==> src/rtl/wb_ram_arbiter.sv <==
// Round-robin Wishbone B3 arbiter sharing one slave port among NUM_MASTERS masters.
// The grant is held for a whole cycle (bursts included); an optional watchdog aborts stalls.
module wb_ram_arbiter #(
  parameter int unsigned NUM_MASTERS = 3,
  parameter int unsigned AW          = 32,
  parameter int unsigned DW          = 32,
  parameter int unsigned TIMEOUT     = 0
) (
  input  logic                        clk,
  input  logic                        rst_n,
  input  logic [NUM_MASTERS*AW-1:0]   m_adr_i,
  input  logic [NUM_MASTERS*DW-1:0]   m_dat_i,
  input  logic [NUM_MASTERS*DW/8-1:0] m_sel_i,
  input  logic [NUM_MASTERS-1:0]      m_we_i,
  input  logic [NUM_MASTERS-1:0]      m_cyc_i,
  input  logic [NUM_MASTERS-1:0]      m_stb_i,
  input  logic [NUM_MASTERS*3-1:0]    m_cti_i,
  input  logic [NUM_MASTERS*2-1:0]    m_bte_i,
  output logic [DW-1:0]               m_dat_o,
  output logic [NUM_MASTERS-1:0]      m_ack_o,
  output logic [NUM_MASTERS-1:0]      m_err_o,
  output logic [NUM_MASTERS-1:0]      m_rty_o,
  output logic [AW-1:0]               s_adr_o,
  output logic [DW-1:0]               s_dat_o,
  output logic [DW/8-1:0]             s_sel_o,
  output logic                        s_we_o,
  output logic [2:0]                  s_cti_o,
  output logic [1:0]                  s_bte_o,
  output logic                        s_cyc_o,
  output logic                        s_stb_o,
  input  logic [DW-1:0]               s_dat_i,
  input  logic                        s_ack_i,
  input  logic                        s_err_i,
  input  logic                        s_rty_i,
  output logic [NUM_MASTERS-1:0]      grant_o
);

  localparam int unsigned SW      = DW / 8;
  localparam int unsigned IdxW    = $clog2(NUM_MASTERS);
  localparam int unsigned WdW     = (TIMEOUT > 0) ? $clog2(TIMEOUT + 1) : 1;
  localparam logic [WdW-1:0] WdLimit = WdW'(TIMEOUT);

  typedef enum logic [1:0] {StIdle, StGrant, StAbort} state_e;

  state_e                 state_q;
  logic [NUM_MASTERS-1:0] grant_q;
  logic [IdxW-1:0]        last_q;
  logic [WdW-1:0]         wdog_q;

  logic                   pick_valid;
  logic [NUM_MASTERS-1:0] pick_oh;
  int                     pick_j;
  logic [IdxW-1:0]        gidx;
  logic                   cyc_g, stb_g, term, wd_fire;

  // Search upward from last+1, wrapping, for the first master with cyc high.
  always_comb begin
    pick_valid = 1'b0;
    pick_oh    = '0;
    pick_j     = 0;
    for (int i = 1; i <= int'(NUM_MASTERS); i++) begin
      pick_j = int'(last_q) + i;
      if (pick_j >= int'(NUM_MASTERS)) pick_j = pick_j - int'(NUM_MASTERS);
      if (!pick_valid && m_cyc_i[pick_j]) begin
        pick_valid      = 1'b1;
        pick_oh[pick_j] = 1'b1;
      end
    end
  end

  always_comb begin
    gidx = '0;
    for (int k = 0; k < int'(NUM_MASTERS); k++) begin
      if (grant_q[k]) gidx = IdxW'(k);
    end
  end

  assign cyc_g = |(m_cyc_i & grant_q);
  assign stb_g = |(m_stb_i & grant_q);
  assign term  = s_ack_i | s_err_i | s_rty_i;
  // A termination in the limit cycle beats the watchdog.
  assign wd_fire = (TIMEOUT > 0) && (state_q == StGrant) && stb_g && !term &&
                   (wdog_q == WdLimit);

  always_ff @(posedge clk or negedge rst_n) begin
    if (!rst_n) begin
      state_q <= StIdle;
      grant_q <= '0;
      last_q  <= IdxW'(NUM_MASTERS - 1);
      wdog_q  <= '0;
    end else begin
      case (state_q)
        StIdle: begin
          wdog_q <= '0;
          if (pick_valid) begin
            grant_q <= pick_oh;
            state_q <= StGrant;
          end
        end
        StGrant: begin
          if (!cyc_g) begin
            state_q <= StIdle;
            grant_q <= '0;
            last_q  <= gidx;
            wdog_q  <= '0;
          end else if (wd_fire) begin
            state_q <= StAbort;
            wdog_q  <= '0;
          end else if (term || !stb_g) begin
            wdog_q <= '0;
          end else if (wdog_q != WdLimit) begin
            wdog_q <= wdog_q + WdW'(1);
          end
        end
        StAbort: begin
          wdog_q <= '0;
          if (!cyc_g) begin
            state_q <= StIdle;
            grant_q <= '0;
            last_q  <= gidx;
          end
        end
        default: begin
          state_q <= StIdle;
          grant_q <= '0;
          wdog_q  <= '0;
        end
      endcase
    end
  end

  assign grant_o = grant_q;

  // Fields are zero outside GRANT so nothing undefined reaches the slave or masters.
  always_comb begin
    s_adr_o = '0;
    s_dat_o = '0;
    s_sel_o = '0;
    s_we_o  = 1'b0;
    s_cti_o = '0;
    s_bte_o = '0;
    s_cyc_o = 1'b0;
    s_stb_o = 1'b0;
    m_dat_o = '0;
    m_ack_o = '0;
    m_err_o = '0;
    m_rty_o = '0;
    if (state_q == StGrant) begin
      for (int k = 0; k < int'(NUM_MASTERS); k++) begin
        if (grant_q[k]) begin
          s_adr_o    = m_adr_i[k*AW +: AW];
          s_dat_o    = m_dat_i[k*DW +: DW];
          s_sel_o    = m_sel_i[k*SW +: SW];
          s_we_o     = m_we_i[k];
          s_cti_o    = m_cti_i[k*3 +: 3];
          s_bte_o    = m_bte_i[k*2 +: 2];
          m_ack_o[k] = s_ack_i;
          m_err_o[k] = s_err_i | wd_fire;
          m_rty_o[k] = s_rty_i;
        end
      end
      s_cyc_o = cyc_g & ~wd_fire;
      s_stb_o = stb_g & ~wd_fire;
      m_dat_o = s_dat_i;
    end
  end

endmodule

==> config.mk <==
export PLATFORM = sky130hd
export DESIGN_NAME = wb_ram_arbiter
export DESIGN_NICKNAME = d
export VERILOG_FILES = /design/src/rtl/wb_ram_arbiter.sv
export SDC_FILE = /design/constraint.sdc
export NUM_CORES = 1
export LEC_CHECK = 0
export ABC_AREA = 1
export BUFFER_PORTS_ARGS = -buffer_cell sky130_fd_sc_hd__buf_2
export CORE_AREA = 2 2 150 152
export CTS_CLUSTER_DIAMETER = 150
export DETAILED_ROUTE_END_ITERATION = 8
export DIE_AREA = 0 0 152 154
export SLEW_MARGIN = 30
export SYNTH_ARGS = -nofsm -noshare
export SYNTH_HDL_FRONTEND = slang
export SYNTH_SLANG_ARGS = --single-unit
==> constraint.sdc <==
create_clock -name clk -period 2.2 [get_ports clk]
set_input_delay 0.11 -clock clk [delete_from_list [all_inputs] [get_ports clk]]
set_output_delay 0.11 -clock clk [all_outputs]
set_load 0.02 [all_outputs]
-- Word level (Yosys, flattened, before mapping)
Cells that the tools add are included.
- add/subtract/negate cells: 6
- order comparisons: 9
- equal/unequal tests: 4
- multiplexer cells: 71
- bitwise gates (word level): 5
- reduce and logical (&&, ||, !) cells: 13
- operators with widths (operator ; count):
    $mux 32 ; 12
    $ge 32x1->1 const B ; 3
    $lt 32x4->1 const B ; 3
    $mux 3 ; 12
    $mux 1 ; 28
    $mux 4 ; 4
    $mux 2 ; 7
    $sub 3x2->4 const B ; 3
    $ge 3x2->1 const B ; 3
    $add 2x2->3 const B ; 2
    $and 3x3->3 ; 2
    $bmux 1 s2 ; 3
    $demux 1 s2 ; 3
    $or 3x3->3 ; 2
    $pmux 3 s2 ; 1
    $reduce_or 3->1 ; 2
    $logic_and 1x1->1 ; 5
    $ne 2x2->1 const B ; 2
    $pmux 2 s2 ; 1
    $reduce_and 2->1 ; 2
    $add 2x1->3 const B ; 1
    $eq 2x1->1 const B ; 1
    $eq 2x2->1 const B ; 1
    $logic_not 1->1 ; 2
    3 further kinds ; 3
- bits in registers: 7
- word-level logic and storage cells: 111

-- Logic depth before layout (Yosys ltp)
- depth in word-level cells: 15
- depth in mapped cells: 12

-- Worst setup path before layout
No wires, ideal clock.
- path kind: flip-flop to flip-flop
- from: reg last_q[1]
- to: reg grant_q[0] (netlist: grant_o[0])
- setup time: 0.066 ns
- arrival: 1.632 ns
- data required time: 2.134 ns
- setup slack: 0.502 ns
- stages on the path, launching flop included: 13
- buffers on the path: 0
- path through: dfstp_2 > inv_1 > ha_1 > inv_2 > nand2_1 > nand3_2 > nand2_2 > nand2_1 > nor2_1 > nand2_1 > nand2_1 > nand2_1 > nand2_1
- cells in the longest elaborated chain, start to end: 15
- elaborated cells between the ends (all ways): 52
- RTL lines (what ; RTL line ; text):
    start: declaration ; 47 ; logic [IdxW-1:0] last_q;
    start signal: assignment ; 89 ; last_q <= IdxW'(NUM_MASTERS - 1);
    start signal: assignment ; 104 ; last_q <= gidx;
    start signal: assignment ; 120 ; last_q <= gidx;
    branches (longest 15 deep; another with $ge 32x1->1) ; -- ;
    end signal: assignment ; 96 ; grant_q <= pick_oh;
    end: declaration ; 46 ; logic [NUM_MASTERS-1:0] grant_q;
Parallel ways; which one is timed is not known. The select of a mux whose other input is x is not followed.
A chain may end at the register's enable or synchronous reset.

-- Final worst setup path
- from: reg grant_q[1] (netlist: grant_o[1])
- to: out s_dat_o[29]
- cells in the longest elaborated chain, start to end: 3
- RTL lines (what ; RTL line ; text):
    $mux 32 (2 in a row) ; 150 ; if (grant_q[k]) begin
    $mux 32 ; 148 ; if (state_q == StGrant) begin
    end: declaration ; 24 ; output logic [DW-1:0] s_dat_o,
Every way passes these cells.

==> results.tsv <==
metric	value	unit
vias in the first global route	4770	
Ys Warns	0	
CP Max Fanout	45	
Final Hold Vio Count	0	
nets@finish	1139	
Routed WL	15630	microns
combinational share of power	89.3	%
via count	4936	
share of layout cells above drive strength 1	46.89	%
Worst-Margin Slew	516.1	ps
sequential area share after synthesis	6.090	%
Synth top area share	34.42	%
# IOs	385	
post-synthesis cell area	0.002486	sq mm
mean routed wirelength per cell	13.62	microns
XOR/XNOR Fraction of Synth Area	0	%
Tcrit/Tclk final	91.51	%
DRC viols	0	
Die Span X	152	microns
max-capacitance violation count	0	
Peak Freq	0.4967	GHz
GPL Wtd Cong	0.8103	
Area Growth Syn to Fin	91.24	%
routed vias/inst	4.300	
fin. max-slew vios	0	
leak pwr	2.738	nW
largest net degree at the start of global routing	56	
crit-path max cell delay	430	ps
crit end category	output port	
Reg clk slew, reported paths	40	ps
sw power	0.003044	W
IO Port Bufs	384	
Clk pwr share	6.5	%
H-tree depth	1	
CP required	2090	ps
root buf cell	clkbuf_16	
post-synthesis simple-gate area fraction	55.16	%
Area contributors post-synth	nand2_1, a31oi_1, nand3_1	
initial DRC count	471	
Finished Layout Cells	1148	
Max-slew headroom	65.59	%
Placeable Area	0.02169	sq mm
internal power component	0.001727	W
RSZ-0062 raised after global routing	false	
peak supply drop	0.0006268	V
die area	0.02341	sq mm
Yosys cell types	22	
GRT Util Overall	12.12	%
Critical Path, Cell by Cell	inv_1 > nor2_4 > buf_12 > nand2_1 > a31oi_1 > buf_2	
crit-path leading delay family	buffers and inverters	
global route overflow	0	
leading area contributor after synthesis	nand2_1	
Fin Setup TNS	0	ps
Avg Cell Area, Syn	4.837	sq um
Cells after Synth	514	
diode count	0	
CTS tree	built	
main combinational cell family by area after synthesis	simple AND/OR/NAND/NOR gates	
Seq cells post-synth	6	
CTS Buf Count	3	
CP startpoint kind	flop	
first-pass GRT wire length	23490	microns
Buf/Inv on CP	3	
Pwr Density	1003	mW/mm^2
Sw Share	63.80	%
sequential power share	4.3	%
post-route ant nets	0	
WP data arrival	1900	ps
clk_skew	0.2738	ps
die height	154	microns
number of antenna violations at the first check in global routing	0	
row cnt	54	
syn nets	784	
clock sinks	6	
HP Class	in -> async	
Starting Density	11.46	%
proportion of synthesized area in mux cells	0	%
CTS Buffer Depth	2	
Final Critical Period	2013	ps
result of the run	finished, final reports clean	
Critical Setup Path Class	reg -> out	
Final setup viols	0	
dpl cells	1143	
clock latency on the worst-skew pair	230	ps
adder-cell share of the synthesized area	2.516	%
Compound-Gate Fraction of Synth Area	19.53	%
critical path's slowest cell	dfrtp_1	
DRT Pass-1 Iters	7	
dpl hpwl	12560	microns
[cell usage in the layout (no fill, tap or decap), types with 2 or more instances in the layout]
master     instances
buf_12             4
nand3_1           88
dfrtp_1            4
ha_1               5
nand2_1          228
o21ai_0            2
nor2_1            11
buf_2            384
a31oi_1           74
inv_2              3
nor2_4             2
buf_4              7
inv_1             44
clkbuf_16          3
[Yosys cell counts]
master and number:
ha_1 5, nand3b_1 1, dfstp_2 1, nor2_2 1, buf_6 1, inv_1 44, buf_1 2, nand2_2 1
nand3_2 1, nand3_1 88, nor2_1 12, clkinv_1 1, inv_2 2, buf_2 11, o21ai_0 2, buf_4 12
o211ai_1 1, dfrtp_1 5, clkbuf_1 20, a31oi_1 74, a21oi_1 1, nand2_1 228
[worst register-to-register path, stage by stage, from the launching register on]
cell and delay (ps):
dfstp_2 530, inv_1 70, ha_1 400, inv_2 100
nand2_1 80, nand3_2 80, nand2_2 110, nand2_1 60
nor2_1 150, nand2_1 80, nand2_1 70, nand2_1 50
nand2_1 70
[final timing paths]
path / startpoint / to / slack [ps] / cells after the start
setup / recovery: grant_o[1]$_DFFE_PN0P_ / s_dat_o[29] / 190 / 6
max in group asynchronous: rst_n / last_q[1]$_DFFE_PN1P_ / 1680 / 2
setup reg to reg: last_q[1]$_DFFE_PN1P_ / grant_o[0]$_DFFE_PN0P_ / 300 / 12
min in group clk: m_cyc_i[0] / state_q[0]$_DFFE_PN0P_ / 380 / 5
hold reg to reg: grant_o[0]$_DFFE_PN0P_ / grant_o[0]$_DFFE_PN0P_ / 590 / 2
hold / removal: rst_n / grant_o[0]$_DFFE_PN0P_ / 290 / 2
[state kept, by name, indices dropped and copies added (netlist names)]
name / count
state_q: 1
grant_o: 3
last_q: 2
[metrics by stage]
stage,power (W),hold slack (ps),setup WS (ps),util (%),cell area (sq um)
floorplan,0.002993,-185.6,502.4,-,2486
global placement,0.004458,-45.65,359.9,21.51,4666
detailed placement,0.004478,-44.95,315.3,21.51,4666
CTS,0.004806,251.8,197.4,21.92,4755
global route,0.005200,294.7,94.06,21.92,4755
finish,0.004771,285.9,186.8,21.92,4755
[layer usage]
layer	up-vias	GRT usage [%]	wire, microns
met5	-	0	0
met4	0	2.804	189
met3	12	2.621	1421
met2	298	23.27	8012
met1	2223	13.55	6009
li1	2403	-	-
[cells by family (layout without fill, tap and decap cells)]
group | Yosys count | count (layout)
fa+ha+maj | 5 | 5
simple gates | 332 | 332
buf+inv | 93 | 447
flops | 6 | 6
compound gates | 78 | 78
[power groups by stage]
| stage | Combinational, W | Clock [W] | Sequential [W] |
|---|---|---|---|
| 2_1_floorplan | 0.00279 | 0 | 0.000201 |
| 3_3_place_gp | 0.00425 | 0 | 0.000205 |
| 3_5_place_dp | 0.00427 | 0 | 0.000208 |
| 4_1_cts | 0.00429 | 0.000314 | 0.000205 |
| 5_1_grt | 0.00466 | 0.000322 | 0.000213 |
| 6_report | 0.00426 | 0.000310 | 0.000203 |
[area by class of cell]
type / instances / area (sq um)
Fill cell: 2510 / 16930
Timing Repair Buffer: 396 / 2064
Inverter: 47 / 176.4
Sequential cell: 6 / 152.6
Clock buffer: 4 / 78.83
Multi-Input combinational cell: 415 / 1932
Tap cell: 280 / 350.3
[repair_timing]
item,in CTS,in global routing
endpoints found under the hold margin,6,0
setup buffers,0,0
hold buffers,1,0
gates resized for setup,0,0
Note: power is estimated with default switching activity, not from simulation.
